--- src/rtl/scan_mux_seq.sv ---
// Registered N-channel x W-bit mux with manual select or masked auto-scan; 1-cycle latency din->O.
// No backpressure: outputs refresh every cycle, strobe marks each auto-scan advance.
module scan_mux_seq #(
  parameter int WIDTH    = 4,
  parameter int CHANNELS = 8,
  parameter int SEL_W    = 3,
  parameter int DWELL    = 4
) (
  input  logic                      clk,
  input  logic                      reset,
  input  logic [CHANNELS*WIDTH-1:0] din,
  input  logic                      mode,
  input  logic [SEL_W-1:0]          sel,
  input  logic [CHANNELS-1:0]       mask,
  input  logic                      hold,
  output logic [WIDTH-1:0]          O,
  output logic [SEL_W-1:0]          cur_sel,
  output logic [CHANNELS-1:0]       chan_en,
  output logic                      strobe
);

  localparam int CW = (DWELL > 1) ? $clog2(DWELL) : 1;
  localparam int IW = SEL_W + 1;
  localparam logic [IW-1:0] NCH      = IW'(CHANNELS);
  localparam logic [CW-1:0] CNT_LAST = CW'(DWELL - 1);

  logic [CW-1:0]       cnt, cnt_next;
  logic [SEL_W-1:0]    next_sel, found_sel, base;
  logic [IW-1:0]       probe;
  logic                found, cur_ok, valid_next, strobe_next;
  logic [WIDTH-1:0]    sel_dat;
  logic [CHANNELS-1:0] sel_onehot;

  // First enabled channel after cur_sel, wrapping; an out-of-range cur_sel searches from 0.
  always_comb begin
    base      = ({1'b0, cur_sel} < NCH) ? cur_sel : SEL_W'(CHANNELS - 1);
    found     = 1'b0;
    found_sel = base;
    probe     = '0;
    for (int k = 1; k <= CHANNELS; k++) begin
      probe = {1'b0, base} + IW'(k);
      if (probe >= NCH) probe = probe - NCH;
      if (!found && mask[probe[SEL_W-1:0]]) begin
        found     = 1'b1;
        found_sel = probe[SEL_W-1:0];
      end
    end
  end

  assign cur_ok = ({1'b0, cur_sel} < NCH) && mask[cur_sel];

  always_comb begin
    next_sel    = cur_sel;
    valid_next  = 1'b0;
    cnt_next    = '0;
    strobe_next = 1'b0;
    if (!mode) begin
      next_sel   = sel;
      valid_next = ({1'b0, sel} < NCH);
    end else if (mask == '0) begin
      next_sel = cur_sel;
    end else if (hold) begin
      cnt_next   = cnt;
      valid_next = cur_ok;
    end else if (!cur_ok || cnt == CNT_LAST) begin
      next_sel    = found_sel;
      valid_next  = 1'b1;
      strobe_next = 1'b1;
    end else begin
      cnt_next   = cnt + CW'(1);
      valid_next = 1'b1;
    end
  end

  always_comb begin
    sel_dat    = '0;
    sel_onehot = '0;
    for (int i = 0; i < CHANNELS; i++) begin
      if (next_sel == SEL_W'(i)) begin
        sel_dat       = din[i*WIDTH +: WIDTH];
        sel_onehot[i] = 1'b1;
      end
    end
  end

  always_ff @(posedge clk) begin
    if (reset) begin
      O       <= '0;
      cur_sel <= '0;
      chan_en <= '0;
      strobe  <= 1'b0;
      cnt     <= '0;
    end else begin
      cur_sel <= next_sel;
      O       <= valid_next ? sel_dat : '0;
      chan_en <= valid_next ? sel_onehot : '0;
      strobe  <= strobe_next;
      cnt     <= cnt_next;
    end
  end

endmodule

--- config.mk ---
export PLATFORM = sky130hd
export DESIGN_NAME = scan_mux_seq
export DESIGN_NICKNAME = d
export VERILOG_FILES = /design/src/rtl/scan_mux_seq.sv
export SDC_FILE = /design/constraint.sdc
export NUM_CORES = 1
export LEC_CHECK = 0
export ABC_AREA = 1
export BUFFER_PORTS_ARGS = -buffer_cell sky130_fd_sc_hd__buf_2
export CAP_MARGIN = 20
export CORE_MARGIN = 2
export CORE_UTILIZATION = 35
export DETAILED_ROUTE_END_ITERATION = 12
export GPL_TIMING_DRIVEN = 0
export SLEW_MARGIN = 20
export SYNTH_ARGS = -nofsm -noshare
export SYNTH_HDL_FRONTEND = slang
export SYNTH_SLANG_ARGS = --single-unit
--- constraint.sdc ---
create_clock -name clk -period 3.2 [get_ports clk]
set_input_delay 0.16 -clock clk [delete_from_list [all_inputs] [get_ports clk]]
set_output_delay 0.16 -clock clk [all_outputs]
set_load 0.02 [all_outputs]
==> flow_metrics.env <==
export IMPL_gp_congestion=0.824
export IMPL_final_area_um2=2430
export IMPL_io_buffers=62
export IMPL_finalSetupViolCount=0
export IMPL_syn2layout_area_growth_pct=35.2
export IMPL_grt_pass1_vias=1699
export IMPL_htree_levels=1
export IMPL_cts_path_max_buffers=2
export IMPL_cp_arrival_ns=3.11
export IMPL_routed_wl_um=4870
export IMPL_yosysWarnings=0
export IMPL_cts_tree="built"
export IMPL_cp_slowest_cell="dfxtp_4"
export IMPL_worst_slack_ns=0.242
export IMPL_grt_usage_pct=16.3
export IMPL_core_area_um2=5040
export IMPL_fin_skew_ns=0.00412
export IMPL_ioPinCount=63
export IMPL_hp_class="in -> reg"
export IMPL_hpwl_um=3950
export IMPL_wl_met1_um=2180
export IMPL_dieWidth_um=75.7
export IMPL_top_layer_used="met4"
export IMPL_crit_chain="inv_2 > buf_6 > ha_4 > buf_6 > nand3_1 > nand3_4 > nand2_4 > clkinv_2 > nand3_2 > nor2_4 > nand4_1 > nand2_2 > inv_2 > nand3_1 > nand3_2 > nand2_2 > buf_6 > nor2_1 > nand3_1 > nand2_1 > nor2_1 > nand4_1 > nand2_1 > nand2_1"
export IMPL_status="completed"
export IMPL_wl_per_cell_um=10.8
export IMPL_grt_max_degree=11
export IMPL_path_clk_slew_ns=0.07
export IMPL_syn_area_per_cell_um2=5.90
export IMPL_grt_overflow=0
export IMPL_nets=430
export IMPL_num_rows=26
export IMPL_cpPeakStageDelay_ns=0.36
export IMPL_preCtsSetupSlack_ns=-0.0423
export IMPL_synth_area_um2=1800
export IMPL_maxCapViolCount=0
export IMPL_dr_wl_met3_um=224
export IMPL_grt_pass1_wl_um=7360
export IMPL_vias=2090
export IMPL_fin_hold_ws_ns=0.101
export IMPL_crit_fanout=10
export IMPL_critPathBufInv=6
export IMPL_period_share_pct=92.4
export IMPL_total_leakage_power_nw=1.32
export IMPL_rsz0062_at_grt="no"
export IMPL_holdBufCountCts=0
export IMPL_reg2regPathDepth=24
export IMPL_worstReg2RegStart="cur_sel[0]"
export IMPL_cp_data_required_time_ns=3.35
export IMPL_cp_num_cells=24
export IMPL_initial_core_util_pct=35.7
export IMPL_yosys_cell_types_count=31
export IMPL_antenna_found_initial=0
export IMPL_drive_above_1_share_pct=34.8
export IMPL_startpoint_type="flip-flop"
export IMPL_end_kind="flip-flop"
export IMPL_drt_pass1_iterations=4
export IMPL_whs_endpoint="O[0]"
export IMPL_vdd_drop_max_v=0.000221
export IMPL_fin_crit_ns=2.96
export IMPL_critPathTopFamily="simple AND/OR/NAND/NOR gates"
export IMPL_r2r_end="O[0]"
export IMPL_synth_nets=355
export IMPL_path_class="reg -> reg"
export IMPL_worst_pin_slew_ns=0.750
export IMPL_power_mw=1.07
export IMPL_holdPathStages=3
export IMPL_utilization_pct=48.3
export IMPL_synth_ff_latch_count=18
export IMPL_max_freq_mhz=338
export IMPL_slew_headroom_pct=49.5
export IMPL_drtAntennaViolNets=0
export IMPL_drc=0
export IMPL_wl_met2_um=2410
export IMPL_die_y_um=75.7
export IMPL_yosysSeqAreaShare_pct=20.0
export IMPL_mostFrequentLayoutCell="nand2_1"
export IMPL_fillers=556
export IMPL_drtIter0Drc=65
export IMPL_die_area_um2=5730
export IMPL_dpl_cell_area_um2=2200
export IMPL_num_antenna_cells=0
export IMPL_holdCritStartpoint="din[28]"
export IMPL_final_max_slew_viol_count=0
export IMPL_hold_viol=0
export IMPL_cts_inserted_buffers=3
export IMPL_cts_sinks=18
export IMPL_mostFrequentLayoutCells="93 x nand2_1, 62 x buf_2, 42 x nor2_1"
export IMPL_via_per_inst=4.65
export IMPL_cts_root_buf="clkbuf_8"
export IMPL_syn_inst=305
export IMPL_p_per_area_nw_per_um2=441
export IMPL_worstSkewPairLatency_ns=0.25
export IMPL_r2r_slack_ns=0.24
## worst register-to-register path, delay by kind of cell, from the launching register on
family | cells | cell delay, ns
adder cells (fa/ha/maj) | 1 | 0.26
buffers and inverters | 6 | 0.61
flip-flops | 1 | 0.36
AND/OR/NAND/NOR | 17 | 1.64
## logic make-up after synthesis
kind of cell / Yosys count / synth area share, %
simple gates: 222 / 59.9
buf+inv: 46 / 12.0
flops: 18 / 20.0
compound gates: 13 / 4.10
xor+xnor: 3 / 1.88
fa+ha+maj: 3 / 2.09
## layout make-up
cell class                      count  area [µm²]  area share [%]
Buffer                              8        86.3            3.55
Clock buffer                        4        55.1            2.26
Multi-Input combinational cell    241        1320            54.2
Inverter                           38         151            6.22
Sequential cell                    18         365            15.0
Tap cell                           70        87.6            3.60
Timing Repair Buffer               70         370            15.2
## cell usage after synthesis (all sizes together)
| master | n | share of area, % |
|---|---|---|
| a21o | 1 | 0.42 |
| nor2 | 46 | 11 |
| buf | 8 | 4.0 |
| o21ai | 7 | 2.2 |
| nand4 | 16 | 5.9 |
| xor2 | 1 | 0.49 |
| dfxtp | 18 | 20 |
| ha | 3 | 2.1 |
| nor4 | 6 | 2.1 |
| a21oi | 4 | 1.1 |
| or2 | 2 | 0.69 |
| clkinv | 1 | 0.28 |
| inv | 37 | 7.7 |
| o21bai | 1 | 0.42 |
| nor3 | 6 | 3.2 |
| nand3 | 39 | 13 |
| xnor2 | 2 | 1.4 |
| nand2 | 107 | 24 |
## worst max path at each step
stage,slack (ns),from,end
after floorplan,0.26,cur_sel[1],O[0]
after global placement,-0.02,cur_sel[1],O[0]
after detailed placement,-0.04,cur_sel[1],O[0]
after CTS,0.02,cur_sel[1],O[1]
after global routing,0.02,cur_sel[0],O[1]
final,0.24,cur_sel[0],O[0]
## routing by layer
layer	vias up	global-route usage, %
li1	1133	-
met2	54	29.2
met5	-	0
met3	6	1.98
met4	0	3.51
met1	897	21.1
## through the flow
step / setup TNS (ns) / instances
2_1_floorplan: 0 / 305
3_3_place_gp: -0.0258 / 437
3_5_place_dp: -0.0932 / 437
4_1_cts: 0 / 441
5_1_grt: 0 / 449
6_report: 0 / 449
## flip-flops by register name, indices dropped and copies added (netlist names)
register  count
cnt           2
strobe        1
cur_sel       3
O             4
chan_en       8
## report_power, final
part | internal (mW) | switching, mW
clock network | 0.109 | 0.0738
registers | 0.246 | 0.00715
logic | 0.235 | 0.403
## timing repair
item,in CTS,in global routing
pin swaps,0,8
buffers inserted,0,8
gates resized for setup,3,26
setup endpoints to repair,3,8
Note: power is estimated with default switching activity, not from simulation.
